<file path="src/rtl/on_off_input_port_pkg.sv">
// Shared NoC link parameters, flit format and on/off state encoding.
package noc_params;

  localparam int VC_NUM      = 2;
  localparam int VC_SIZE     = 2;  // one spare bit so out-of-range VC ids are representable
  localparam int BUFFER_SIZE = 8;
  localparam int DATA_W      = 8;
  localparam int OCC_W       = $clog2(BUFFER_SIZE) + 1;

  typedef struct packed {
    logic [VC_SIZE-1:0] vc_id;
    logic [DATA_W-1:0]  data;
  } flit_t;

  typedef enum logic {ON = 1'b0, OFF = 1'b1} on_off_state_t;

endpackage

</file>
<file path="src/rtl/on_off_input_port_if.sv">
// Link-side bundle of the on/off input port; stats ports exist only with ON_OFF_PORT_STATS_EN.
interface on_off_input_port_if;
  import noc_params::*;

  flit_t                     data_i;
  logic                      valid_flit_i;
  logic [VC_NUM-1:0]         read_i;
  flit_t [VC_NUM-1:0]        flit_o;
  logic [VC_NUM-1:0]         is_empty_o;
  logic [VC_NUM-1:0]         on_off_o;
  logic                      error_o;
`ifdef ON_OFF_PORT_STATS_EN
  logic [VC_NUM-1:0][OCC_W-1:0] peak_occ_o;
  logic [VC_NUM-1:0][15:0]      off_count_o;
`endif

  modport slave (
    input  data_i, valid_flit_i, read_i,
    output flit_o, is_empty_o, on_off_o, error_o
`ifdef ON_OFF_PORT_STATS_EN
    , output peak_occ_o, off_count_o
`endif
  );

  modport master (
    output data_i, valid_flit_i, read_i,
    input  flit_o, is_empty_o, on_off_o, error_o
`ifdef ON_OFF_PORT_STATS_EN
    , input peak_occ_o, off_count_o
`endif
  );

endinterface

</file>
<file path="src/rtl/on_off_input_port_vc_onoff_fifo.sv">
// One VC buffer: FWFT FIFO, occupancy counter and on/off hysteresis FSM.
// state | meaning:  ON | upstream may send   OFF | upstream must stop
module vc_onoff_fifo
  import noc_params::*;
#(
  parameter int BUFFER_SIZE   = 8,
  parameter int OFF_THRESHOLD = 6,
  parameter int ON_THRESHOLD  = 3
) (
  input  logic  clk,
  input  logic  rst,
  input  logic  i_wr,
  input  flit_t i_data,
  input  logic  i_rd,
  output flit_t o_head,
  output logic  o_empty,
  output logic  o_on,
  output logic  o_ovf,
  output logic  o_udf
`ifdef ON_OFF_PORT_STATS_EN
  , output logic [$clog2(BUFFER_SIZE):0] o_occ
  , output logic                         o_going_off
`endif
);

  localparam int PTR_W = $clog2(BUFFER_SIZE);
  localparam int CNT_W = PTR_W + 1;

  flit_t            r_mem [BUFFER_SIZE];
  logic [PTR_W-1:0] r_wr_ptr, r_rd_ptr;
  logic [CNT_W-1:0] r_occ, w_next_occ;
  logic             w_full, w_empty, w_wr_ok, w_rd_ok;
  on_off_state_t    r_state, w_state_nxt;

  assign w_full     = (r_occ == CNT_W'(BUFFER_SIZE));
  assign w_empty    = (r_occ == '0);
  assign w_wr_ok    = i_wr && !w_full;
  assign w_rd_ok    = i_rd && !w_empty;
  assign w_next_occ = r_occ + CNT_W'(w_wr_ok) - CNT_W'(w_rd_ok);

  always_comb begin
    w_state_nxt = r_state;
    case (r_state)
      ON:      if (w_next_occ >= CNT_W'(OFF_THRESHOLD)) w_state_nxt = OFF;
      OFF:     if (w_next_occ <= CNT_W'(ON_THRESHOLD))  w_state_nxt = ON;
      default: w_state_nxt = ON;
    endcase
  end

  always_ff @(posedge clk or posedge rst) begin
    if (rst) begin
      r_wr_ptr <= '0;
      r_rd_ptr <= '0;
      r_occ    <= '0;
      r_state  <= ON;
      for (int i = 0; i < BUFFER_SIZE; i++) r_mem[i] <= '0;
    end else begin
      if (w_wr_ok) begin
        r_mem[r_wr_ptr] <= i_data;
        r_wr_ptr        <= r_wr_ptr + PTR_W'(1);
      end
      if (w_rd_ok) r_rd_ptr <= r_rd_ptr + PTR_W'(1);
      r_occ   <= w_next_occ;
      r_state <= w_state_nxt;
    end
  end

  assign o_head  = r_mem[r_rd_ptr];
  assign o_empty = w_empty;
  assign o_on    = (r_state == ON);
  assign o_ovf   = i_wr && w_full;
  assign o_udf   = i_rd && w_empty;
`ifdef ON_OFF_PORT_STATS_EN
  assign o_occ       = r_occ;
  assign o_going_off = (r_state == ON) && (w_state_nxt == OFF);
`endif

endmodule

</file>
<file path="src/rtl/on_off_input_port.sv">
// Router link receiver: steers flits into per-VC on/off FIFOs, sticky error flag.
// Optional per-VC peak occupancy / off-transition counters with ON_OFF_PORT_STATS_EN.
module on_off_input_port
  import noc_params::*;
#(
  parameter int OFF_THRESHOLD = 6,
  parameter int ON_THRESHOLD  = 3
) (
  input logic               clk,
  input logic               rst,
  on_off_input_port_if.slave port_if
);

  logic [VC_NUM-1:0]  w_wr, w_empty, w_on, w_ovf, w_udf;
  flit_t [VC_NUM-1:0] w_head;
  logic               w_bad_vc;
  logic               r_error;
`ifdef ON_OFF_PORT_STATS_EN
  logic [VC_NUM-1:0][OCC_W-1:0] w_occ, r_peak;
  logic [VC_NUM-1:0]            w_going_off;
  logic [VC_NUM-1:0][15:0]      r_off_cnt;
`endif

  assign w_bad_vc = port_if.valid_flit_i && (port_if.data_i.vc_id >= VC_SIZE'(VC_NUM));

  for (genvar v = 0; v < VC_NUM; v++) begin : g_vc
    assign w_wr[v] = port_if.valid_flit_i && (port_if.data_i.vc_id == VC_SIZE'(v));

    vc_onoff_fifo #(
      .BUFFER_SIZE  (BUFFER_SIZE),
      .OFF_THRESHOLD(OFF_THRESHOLD),
      .ON_THRESHOLD (ON_THRESHOLD)
    ) u_fifo (
      .clk    (clk),
      .rst    (rst),
      .i_wr   (w_wr[v]),
      .i_data (port_if.data_i),
      .i_rd   (port_if.read_i[v]),
      .o_head (w_head[v]),
      .o_empty(w_empty[v]),
      .o_on   (w_on[v]),
      .o_ovf  (w_ovf[v]),
      .o_udf  (w_udf[v])
`ifdef ON_OFF_PORT_STATS_EN
      , .o_occ      (w_occ[v])
      , .o_going_off(w_going_off[v])
`endif
    );
  end

  always_ff @(posedge clk or posedge rst) begin
    if (rst) r_error <= 1'b0;
    else     r_error <= r_error | w_bad_vc | (|w_ovf) | (|w_udf);
  end

  assign port_if.flit_o     = w_head;
  assign port_if.is_empty_o = w_empty;
  assign port_if.on_off_o   = w_on;
  assign port_if.error_o    = r_error;

`ifdef ON_OFF_PORT_STATS_EN
  always_ff @(posedge clk or posedge rst) begin
    if (rst) begin
      r_peak    <= '0;
      r_off_cnt <= '0;
    end else begin
      for (int v = 0; v < VC_NUM; v++) begin
        if (w_occ[v] > r_peak[v]) r_peak[v] <= w_occ[v];
        if (w_going_off[v] && (r_off_cnt[v] != 16'hFFFF)) r_off_cnt[v] <= r_off_cnt[v] + 16'd1;
      end
    end
  end

  assign port_if.peak_occ_o  = r_peak;
  assign port_if.off_count_o = r_off_cnt;
`endif

endmodule

</file>
<file path="src/flat_wrapper.sv">
// flat-port wrapper written by rule: the top's interface ports become plain ports
module on_off_input_port_flat import noc_params::*;
#(
  parameter int OFF_THRESHOLD = 6,
  parameter int ON_THRESHOLD  = 3
)
  (clk, rst, port_if_data_i, port_if_valid_flit_i, port_if_read_i, port_if_flit_o, port_if_is_empty_o, port_if_on_off_o, port_if_error_o);
  on_off_input_port_if port_if_i ();
  input logic clk;
  input logic rst;
  input wire logic [$bits(port_if_i.data_i)-1:0] port_if_data_i;
  input wire logic [$bits(port_if_i.valid_flit_i)-1:0] port_if_valid_flit_i;
  input wire logic [$bits(port_if_i.read_i)-1:0] port_if_read_i;
  output wire logic [$bits(port_if_i.flit_o)-1:0] port_if_flit_o;
  output wire logic [$bits(port_if_i.is_empty_o)-1:0] port_if_is_empty_o;
  output wire logic [$bits(port_if_i.on_off_o)-1:0] port_if_on_off_o;
  output wire logic [$bits(port_if_i.error_o)-1:0] port_if_error_o;
  assign port_if_i.data_i = port_if_data_i;
  assign port_if_i.valid_flit_i = port_if_valid_flit_i;
  assign port_if_i.read_i = port_if_read_i;
  assign port_if_flit_o = port_if_i.flit_o;
  assign port_if_is_empty_o = port_if_i.is_empty_o;
  assign port_if_on_off_o = port_if_i.on_off_o;
  assign port_if_error_o = port_if_i.error_o;
  on_off_input_port #(.OFF_THRESHOLD(OFF_THRESHOLD), .ON_THRESHOLD(ON_THRESHOLD)) u_core (.clk(clk), .rst(rst), .port_if(port_if_i));
endmodule
</file>
<file path="config.mk">
export PLATFORM = sky130hd
export DESIGN_NAME = on_off_input_port_flat
export DESIGN_NICKNAME = d
export VERILOG_FILES = /design/src/rtl/on_off_input_port_pkg.sv /design/src/rtl/on_off_input_port_if.sv /design/src/rtl/on_off_input_port_vc_onoff_fifo.sv /design/src/rtl/on_off_input_port.sv /design/src/flat_wrapper.sv
export SDC_FILE = /design/constraint.sdc
export NUM_CORES = 1
export LEC_CHECK = 0
export ABC_CLOCK_PERIOD_IN_PS = 5150
export BUFFER_PORTS_ARGS = -buffer_cell sky130_fd_sc_hd__buf_2
export CELL_PAD_IN_SITES_DETAIL_PLACEMENT = 1
export CELL_PAD_IN_SITES_GLOBAL_PLACEMENT = 1
export CORE_MARGIN = 2
export CORE_UTILIZATION = 47
export CTS_CLUSTER_SIZE = 10
export DETAILED_ROUTE_END_ITERATION = 16
export PLACE_DENSITY = 0.81
export SLEW_MARGIN = 5
export SYNTH_ARGS = -nofsm -noshare
export SYNTH_HDL_FRONTEND = slang
export SYNTH_SLANG_ARGS = --single-unit
</file>
<file path="constraint.sdc">
create_clock -name clk -period 5.15 [get_ports clk]
set_input_delay 0.2575 -clock clk [delete_from_list [all_inputs] [get_ports clk]]
set_output_delay 0.2575 -clock clk [all_outputs]
set_load 0.02 [all_outputs]
</file>
==> results of run 1 <==
-- per-layer routing --
metal  routed length (µm)  part of all wire [%]  vias to the layer above
met1                 7946                    43                     2524
li1                     -                     -                     2032
met5                    0                     0                        -
met4                  323                   1.8                        0
met3                  593                   3.2                       22
met2                 9550                    52                       78
-- worst max-delay path, delay by kind of cell (launching register included) --
family,cells,cell delay (ps)
AO/OA/AOI/OAI,1,180
AND/OR/NAND/NOR,3,890
multiplexers,1,90
adder cells (fa/ha/maj),4,1100
buffers and inverters,3,220
flip-flops,1,370
-- worst paths after layout --
kind / end / slack [ps] / depth (start not counted)
min in group asynchronous: u_core.g_vc[1].u_fifo.r_wr_ptr[2] / 480 / 3
max in group asynchronous: u_core.g_vc[0].u_fifo.r_mem[41] / 3290 / 4
worst min-delay path: u_core.port_if.error_o / 140 / 2
worst max register to register: u_core.g_vc[0].u_fifo.r_state / 2180 / 12
worst min register to register: u_core.g_vc[1].u_fifo.r_mem[38] / 470 / 1
worst max-delay path: u_core.g_vc[0].u_fifo.r_state / 2180 / 12
-- cell usage after synthesis (2+ instances only) --
master    instances  area [µm²]
a221o_1           2       20.02
inv_1            21       78.83
dfrtp_1         183        4579
and4bb_2          2       25.02
a21o_1            2       15.01
clkbuf_1         13       48.80
a21oi_1           4       20.02
mux2_2          150        1689
buf_2             8       40.04
nand3_1           3       15.01
nand2_1           3       11.26
xnor2_1          10       87.58
mux4_2           40       900.9
buf_4             7       52.55
or3b_2            3       26.28
nand4b_2          2       30.03
nor2b_1          12       75.07
mux2_1            2       22.52
nor4b_4           3       71.32
nor2_1            2       7.510
or2_2             5       31.28
fa_1              2       40.04
and2_1           15       93.84
mux2i_1           3       30.03
nand2b_1          5       31.28
nand3_2           7       70.07
xor2_1            2       17.52
ha_1             16       200.2
a21boi_0          2       15.01
-- metrics by stage --
step	util (%)	hold slack [ps]	worst slack [ps]	total power, mW
3_3_place_gp	49.65	393.2	2345	4.283
3_5_place_dp	49.65	412.4	2175	4.457
6_report	53.15	136.5	2177	5.784
5_1_grt	53.14	133.9	1987	6.113
2_1_floorplan	-	392.2	2397	3.902
4_1_cts	53.14	124.1	2155	5.851
-- power by group through the flow --
stage / logic [mW] / clock network (mW) / registers [mW]
detailed placement: 1.97 / 0 / 2.49
global placement: 1.87 / 0 / 2.41
finish: 1.95 / 1.36 / 2.47
floorplan: 1.73 / 0 / 2.17
CTS: 2.00 / 1.38 / 2.47
global route: 2.12 / 1.44 / 2.55
-- final cells by class --
class / count / area share, %
flip-flops and latches: 183 / 48.30
multi-input cells: 308 / 38.91
clock buffers: 21 / 4.856
well taps: 229 / 3.022
repair buffers: 43 / 2.401
clock inverters: 10 / 1.610
inverters: 21 / 0.8708
diodes: 1 / 0.02639
-- state kept, by name (all words and copies together), names as in the netlist --
signal                       count
u_core.g_vc.u_fifo.r_occ         8
u_core.g_vc.u_fifo.r_state       2
u_core.port_if.error_o           1
u_core.g_vc.u_fifo.r_wr_ptr      6
u_core.g_vc.u_fifo.r_mem       160
u_core.g_vc.u_fifo.r_rd_ptr      6
-- placed cells by master, fill, tap and decap left out, types with 7 or more instances in the layout --
cell       synthesis  routed
nor2b_1           12      12
dfrtp_1          183     182
xnor2_1           10      10
ha_1              16      16
and2_1            15      15
mux4_2            40      40
buf_2              8      39
nand3_2            7       7
inv_1             21      20
mux2_2           150     150
clkbuf_16          0      17
-- cells by family (layout without fill, tap and decap cells) --
logic type | after synthesis | in the layout | synth area share, %
multiplexers | 195 | 195 | 31.09
flip-flops | 183 | 183 | 53.87
AND/OR/NAND/NOR | 73 | 73 | 7.433
buffers and inverters | 50 | 95 | 2.723
adder cells (fa/ha/maj) | 18 | 18 | 2.826
XOR/XNOR | 12 | 12 | 1.236
AO/OA/AOI/OAI | 10 | 10 | 0.8242
other | 0 | 1 | 0
==> reports/summary.json, run 1 <==
{
  "max-vdd-ir-drop": {"value": 0.0002932, "unit": "V"},
  "slew_headroom": {"value": 25.32, "unit": "%"},
  "fillerInstances": {"value": 1688},
  "core": {"value": 17840, "unit": "µm²"},
  "grt_pass1_vias": {"value": 5413},
  "globalRouteMet2Util": {"value": 34.84, "unit": "%"},
  "finalHoldViolCount": {"value": 0},
  "clk_latency_worst_skew_pair": {"value": 430, "unit": "ps"},
  "multiInputGateArea": {"value": 3690, "unit": "µm²"},
  "setup_viol_count_final": {"value": 0},
  "finalWorstPathRequiredPeriod": {"value": 2973, "unit": "ps"},
  "swShare": {"value": 32.40, "unit": "%"},
  "synthesis.yosys.warnings": {"value": 0},
  "routed_wire_length_per_instance": {"value": 22.57, "unit": "µm"},
  "cp_data_arrival_time": {"value": 3280, "unit": "ps"},
  "via_count": {"value": 4656},
  "cts_tree": {"value": "yes"},
  "post_synth_inst_count": {"value": 541},
  "mappedNetlistNets": {"value": 574},
  "ff_latch_area": {"value": 4581, "unit": "µm²"},
  "globalRoute.totalOverflow": {"value": 0},
  "grt.busiest_layer": {"value": "met2"},
  "skew": {"value": 9.900, "unit": "ps"},
  "cts_max_path_buffers": {"value": 2},
  "grt_max_degree": {"value": 79},
  "die_h": {"value": 138.5, "unit": "µm"},
  "hold_buf_cts": {"value": 1},
  "critical_path_peak_fanout": {"value": 11},
  "cts.sinks": {"value": 183},
  "initial_core_util": {"value": 47.65, "unit": "%"},
  "cp.required": {"value": 5460, "unit": "ps"},
  "comb_power_share": {"value": 33.8, "unit": "%"},
  "placedCellCount": {"value": 783},
  "post_synth_top_flop": {"value": "dfrtp_1"},
  "finish.net_count": {"value": 607},
  "tightest_slew": {"value": 1120, "unit": "ps"},
  "drive_above_1_share": {"value": 49.66, "unit": "%"},
  "final_cell_area": {"value": 9483, "unit": "µm²"},
  "cap_viol_max_count": {"value": 0},
  "achievable_clock_frequency": {"value": 336.4, "unit": "MHz"},
  "grt_antenna_before_repair": {"value": 1},
  "power_report.internal_total": {"value": 3.910, "unit": "mW"},
  "htree_levels": {"value": 4},
  "setup_repair_after_global_routing_missed_its_margin": {"value": "false"},
  "timing.hold.worst.class": {"value": "primary input to register"},
  "crit_share_post_route": {"value": 57.72, "unit": "%"},
  "power.static_leakage": {"value": 4.428, "unit": "nW"},
  "pwr_density_cell": {"value": 609.9, "unit": "nW/µm²"},
  "num_io_pins": {"value": 40},
  "area_delta_synth_final": {"value": 11.55, "unit": "%"},
  "reg2reg_from": {"value": "u_core.g_vc[0].u_fifo.r_occ[2]"},
  "use_met3": {"value": 4.676, "unit": "%"},
  "synth-seq-cells": {"value": 183},
  "outcome": {"value": "complete, no violations"},
  "setup.worst_path.start": {"value": "u_core.g_vc[0].u_fifo.r_occ[2]"},
  "viasPerCell": {"value": 5.706},
  "number_of_drc_markers_after_the_initial_detailed_route_iteration": {"value": 300},
  "placement_rows": {"value": 49},
  "dp_hpwl": {"value": 11.81, "unit": "mm"},
  "route.final.wire_length": {"value": 18.41, "unit": "mm"},
  "place_congestion": {"value": 0.7304},
  "drt_first_pass_iters": {"value": 4},
  "worst_path_largest_cell_delay": {"value": 550, "unit": "ps"},
  "slowest_stage": {"value": "or3b_1"},
  "fp.dieArea": {"value": 19180, "unit": "µm²"},
  "synth-edff-count": {"value": 0},
  "cp-end-kind": {"value": "register"},
  "cts_setup_buffers": {"value": 0},
  "p_switching": {"value": 1.874, "unit": "mW"},
  "synth_area_per_cell": {"value": 15.71, "unit": "µm²"},
  "timing_max_transition_violations_final": {"value": 0},
  "cts_root_buffer": {"value": "clkbuf_16"},
  "yosysUniqueCellTypes": {"value": 41},
  "path_cells": {"value": "inv_1 > ha_1 > or3b_1 > nand3b_1 > ha_1 > inv_1 > ha_1 > inv_1 > fa_1 > nand2b_1 > a21boi_0 > mux2i_1"},
  "power.sequential.fraction": {"value": 42.7, "unit": "%"},
  "timing.hold.worst.start": {"value": "port_if_read_i[0]"},
  "instances_no_fill": {"value": 816},
  "setup_total_negative_slack": {"value": 0, "unit": "ps"},
  "drc_errors": {"value": 0},
  "post_cts.resized_instances": {"value": 0},
  "cts-buffers-inserted": {"value": 17},
  "clk_pin_slew_worst_paths": {"value": 60, "unit": "ps"},
  "synthArstFlopShare": {"value": 100.0, "unit": "%"},
  "worstSetupStartpointType": {"value": "register"},
  "grt_pass1_wl": {"value": 30.22, "unit": "mm"},
  "p_clk_share": {"value": 23.5, "unit": "%"},
  "mappedNetlistArea": {"value": 8501, "unit": "µm²"},
  "synth-seq-area-share": {"value": 53.87, "unit": "%"},
  "port-buffer-count": {"value": 39},
  "detailed_place.area": {"value": 8857, "unit": "µm²"},
  "criticalPathCategory": {"value": "register to register"},
  "antenna_violating_nets_post_route": {"value": 0},
  "use_met1": {"value": 26.18, "unit": "%"},
  "all_layer_gr_usage": {"value": 20.43, "unit": "%"},
  "fp.dieW": {"value": 138.5, "unit": "µm"}
}
Note: power is estimated with default switching activity, not from simulation.
==> run 2: changes to the inputs <==
--- a/config.mk
+++ b/config.mk
@@ -5,7 +5,8 @@
 export SDC_FILE = /design/constraint.sdc
 export NUM_CORES = 1
 export LEC_CHECK = 0
-export ABC_CLOCK_PERIOD_IN_PS = 5150
+export ABC_AREA = 1
+export ABC_CLOCK_PERIOD_IN_PS = 3000
 export BUFFER_PORTS_ARGS = -buffer_cell sky130_fd_sc_hd__buf_2
 export CELL_PAD_IN_SITES_DETAIL_PLACEMENT = 1
 export CELL_PAD_IN_SITES_GLOBAL_PLACEMENT = 1
@@ -13,7 +14,7 @@
 export CORE_UTILIZATION = 47
 export CTS_CLUSTER_SIZE = 10
 export DETAILED_ROUTE_END_ITERATION = 16
-export PLACE_DENSITY = 0.81
+export PLACE_DENSITY = 0.87
 export SLEW_MARGIN = 5
 export SYNTH_ARGS = -nofsm -noshare
 export SYNTH_HDL_FRONTEND = slang
==> constraint.sdc (replaced) <==
create_clock -name clk -period 3 [get_ports clk]
set_input_delay 0.15 -clock clk [delete_from_list [all_inputs] [get_ports clk]]
set_output_delay 0.15 -clock clk [all_outputs]
set_load 0.02 [all_outputs]
==> run 2 against run 1 <==
  * Wire length is 65% higher
  * Critical path type unchanged
  * Clock power rose by 71%
  * Combinational power rose to 2.9 times the previous value
  * Synthesized cell count rose to 2.5 times the previous value
  * Clock skew up 2.2 ps
  * Area after synthesis up 21%
  * First-iteration DRC count is 110% higher
  * Clock-buffer cell count unchanged
==> reports/summary.json, run 2 <==
{
  "outcome": {"value": "complete, no violations"},
  "timing_max_transition_violations_final": {"value": 0},
  "power_report.internal_total": {"value": 6.351, "unit": "mW"},
  "max-vdd-ir-drop": {"value": 0.0005327, "unit": "V"},
  "ff2ff_path_depth": {"value": 12},
  "synth_area_per_cell": {"value": 7.549, "unit": "µm²"},
  "final_cell_area": {"value": 11180, "unit": "µm²"},
  "grt_pass1_wl": {"value": 49.72, "unit": "mm"},
  "swShare": {"value": 46.96, "unit": "%"},
  "achievable_clock_frequency": {"value": 405.4, "unit": "MHz"},
  "power.static_leakage": {"value": 6.259, "unit": "nW"},
  "setup_slack": {"value": 533.1, "unit": "ps"},
  "fillerInstances": {"value": 2732},
  "grt_max_degree": {"value": 98},
  "hold_buf_cts": {"value": 3},
  "reg2reg_from": {"value": "u_core.g_vc[0].u_fifo.r_occ[1]"},
  "finalWorstPathRequiredPeriod": {"value": 2467, "unit": "ps"},
  "grt_pass1_vias": {"value": 9612},
  "cts.sinks": {"value": 183},
  "cts_max_path_buffers": {"value": 2},
  "timing.hold.worst.class": {"value": "primary input to register"},
  "comb_power_share": {"value": 47.4, "unit": "%"},
  "num_io_pins": {"value": 40},
  "drive_above_1_share": {"value": 9.898, "unit": "%"},
  "post_synth_inst_count": {"value": 1367},
  "tightest_slew": {"value": 941.8, "unit": "ps"},
  "cp_data_arrival_time": {"value": 2790, "unit": "ps"},
  "all_layer_gr_usage": {"value": 26.65, "unit": "%"},
  "viasPerCell": {"value": 5.470},
  "use_met3": {"value": 4.124, "unit": "%"},
  "flop2flop_setup_slack": {"value": 530, "unit": "ps"},
  "port-buffer-count": {"value": 39},
  "detailed_place.area": {"value": 10560, "unit": "µm²"},
  "worstHoldEndpoint": {"value": "u_core.g_vc[0].u_fifo.r_rd_ptr[0]"},
  "via_count": {"value": 9048},
  "routed_wire_length_per_instance": {"value": 18.35, "unit": "µm"},
  "crit_share_post_route": {"value": 82.23, "unit": "%"},
  "globalRouteMet2Util": {"value": 45.09, "unit": "%"},
  "core": {"value": 21690, "unit": "µm²"},
  "htree_levels": {"value": 4},
  "timing.hold.worst.start": {"value": "port_if_read_i[0]"},
  "largest_registers_in_the_final_layout": {"value": "u_core.g_vc.u_fifo.r_mem x160, u_core.g_vc.u_fifo.r_occ x8"},
  "mappedNetlistArea": {"value": 10320, "unit": "µm²"},
  "clk_pin_slew_worst_paths": {"value": 70, "unit": "ps"},
  "placedCellCount": {"value": 1620},
  "synthesis.yosys.warnings": {"value": 0},
  "synthMostInstantiatedCell": {"value": "nand2_1"},
  "clk_latency_worst_skew_pair": {"value": 450, "unit": "ps"},
  "cp.required": {"value": 3330, "unit": "ps"},
  "max_reg_flops": {"value": 160},
  "synth-edff-count": {"value": 0},
  "finish.net_count": {"value": 1395},
  "layout.cells.most_common": {"value": "nand2_1"},
  "synth_top_area_share": {"value": 44.37, "unit": "%"},
  "p_clk_share": {"value": 19.4, "unit": "%"},
  "dp_hpwl": {"value": 18.32, "unit": "mm"},
  "antenna_violating_nets_post_route": {"value": 0},
  "place_congestion": {"value": 0.7982},
  "grt.busiest_layer": {"value": "met2"},
  "initial_core_util": {"value": 47.58, "unit": "%"},
  "area_delta_synth_final": {"value": 8.365, "unit": "%"},
  "worst_r2r_endpoint": {"value": "u_core.g_vc[0].u_fifo.r_state"},
  "drc_errors": {"value": 0},
  "mappedNetlistNets": {"value": 1400},
  "worstSetupStartpointType": {"value": "register"},
  "power_total": {"value": 11.97, "unit": "mW"},
  "setup_viol_count_final": {"value": 0},
  "fp.dieW": {"value": 152.2, "unit": "µm"},
  "die_h": {"value": 152.2, "unit": "µm"},
  "worstHoldPathCells": {"value": 3},
  "synthTopCellsByArea": {"value": "dfrtp_1, nand2_1, nand4_1, inv_1, nand3_1"},
  "number_of_drc_markers_after_the_initial_detailed_route_iteration": {"value": 622},
  "post_synth_top_flop": {"value": "dfrtp_1"},
  "synthArstFlopShare": {"value": 100.0, "unit": "%"},
  "ff_latch_area": {"value": 4579, "unit": "µm²"},
  "yosysUniqueCellTypes": {"value": 28},
  "cp-end-kind": {"value": "register"},
  "pwr_density_cell": {"value": 1071, "unit": "nW/µm²"},
  "cap_viol_max_count": {"value": 0},
  "setup_repair_after_global_routing_missed_its_margin": {"value": "false"},
  "drt_first_pass_iters": {"value": 5},
  "top_post_synthesis_cells_by_count": {"value": "nand2_1, inv_1, dfrtp_1"},
  "place_ws": {"value": 543.6, "unit": "ps"},
  "slew_headroom": {"value": 37.22, "unit": "%"},
  "cts_setup_buffers": {"value": 0},
  "p_switching": {"value": 5.623, "unit": "mW"},
  "cts_tree": {"value": "yes"},
  "route.final.wire_length": {"value": 30.35, "unit": "mm"},
  "most-common-layout-cells": {"value": "nand2_1, inv_1, dfrtp_1"},
  "grt_antenna_before_repair": {"value": 0},
  "antenna-diode-count": {"value": 0},
  "cts-buffers-inserted": {"value": 17},
  "instances_no_fill": {"value": 1654},
  "register_containing_the_most_flip_flops_in_the_final_layout": {"value": "u_core.g_vc.u_fifo.r_mem"},
  "cts_root_buffer": {"value": "clkbuf_16"},
  "criticalPathCategory": {"value": "register to register"},
  "use_met1": {"value": 35.43, "unit": "%"},
  "fp.dieArea": {"value": 23160, "unit": "µm²"},
  "post_cts.resized_instances": {"value": 0},
  "synthDominantAreaCellType": {"value": "dfrtp_1"},
  "placement_rows": {"value": 54},
  "critical_path_peak_fanout": {"value": 4},
  "synth-seq-cells": {"value": 183},
  "skew": {"value": 12.10, "unit": "ps"},
  "setup_total_negative_slack": {"value": 0, "unit": "ps"},
  "globalRoute.totalOverflow": {"value": 0},
  "synth-seq-area-share": {"value": 44.37, "unit": "%"},
  "finalHoldViolCount": {"value": 0},
  "multiInputGateArea": {"value": 4458, "unit": "µm²"},
  "power.sequential.fraction": {"value": 33.3, "unit": "%"}
}
[run 2: cell types whose count changed after synthesis, sizes merged, moves of 16 or more]
cell    before  now
mux4        40    0
mux2       152    0
nand3       10  106
nand2        3  583
inv         21  218
clkbuf      13   29
buf         16   53
nor2         2   24
nand4        1  128
[run 2: power by group through the flow]
stage	Combinational (mW)	Clock (mW)	Sequential (mW)
floorplan	4.19	0	3.80
global placement	5.35	0	3.93
detailed placement	5.59	0	3.99
CTS	5.70	2.33	3.97
global route	6.33	2.43	4.09
finish	5.67	2.32	3.98
[run 2: worst max-delay path, stage by stage, from the launching register on]
cell     delay, ps
dfrtp_1        440
nor2_1         220
nand2_1        110
nand2_1        150
inv_1           90
ha_1           270
inv_1           60
ha_1           180
inv_1           60
fa_1           490
inv_1           50
o21ai_0        150
nand3_1         80
[run 2: layout make-up]
class / instances / share of cell area, %
inverter: 220 / 7.463
clock buffer: 21 / 4.207
clock inverter: 10 / 1.074
tap: 280 / 3.133
timing repair buffer: 58 / 3.312
multi-input combinational: 882 / 39.86
sequential: 183 / 40.95
[run 2: metal layers]
metal,up-vias,part of all wire (%)
li1,4227,-
met1,4545,44
met2,230,49
met3,46,4.4
met4,0,1.9
met5,-,0
[run 2: cell families (layout without fill, tap and decap cells)]
kind of cell,Yosys count,after routing,synth area share (%)
and+or+nand+nor,843,843,39.34
buffers and inverters,302,309,12.57
DFF,183,183,44.37
adders and majority gates,18,18,2.328
AOI/OAI and AO/OA,11,11,0.5334
xor gates and xnor gates,10,10,0.8487
[run 2: how the worst max path moves through the flow]
| stage | startpoint | slack (ps) | depth (start not counted) | endpoint |
|---|---|---|---|---|
| 3_3_place_gp | u_core.g_vc[1].u_fifo.r_occ[1] | 640 | 12 | u_core.g_vc[1].u_fifo.r_state |
| 2_1_floorplan | rst | 500 | 1 | u_core.g_vc[0].u_fifo.r_mem[0] |
| 3_5_place_dp | u_core.g_vc[0].u_fifo.r_occ[1] | 540 | 12 | u_core.g_vc[0].u_fifo.r_state |
| 6_report | u_core.g_vc[0].u_fifo.r_occ[1] | 530 | 12 | u_core.g_vc[0].u_fifo.r_state |
| 5_1_grt | u_core.g_vc[0].u_fifo.r_occ[1] | 260 | 12 | u_core.g_vc[0].u_fifo.r_state |
| 4_1_cts | u_core.g_vc[0].u_fifo.r_occ[1] | 520 | 12 | u_core.g_vc[0].u_fifo.r_state |
[run 2: stage by stage]
| stage | util (%) | hold slack (ps) |
|---|---|---|
| finish | 51.56 | 74.96 |
| global route | 51.56 | 91.17 |
| CTS | 51.56 | 70.53 |
| detailed placement | 48.70 | 89.46 |
| global placement | 48.70 | 86.91 |
| floorplan | - | 292.9 |
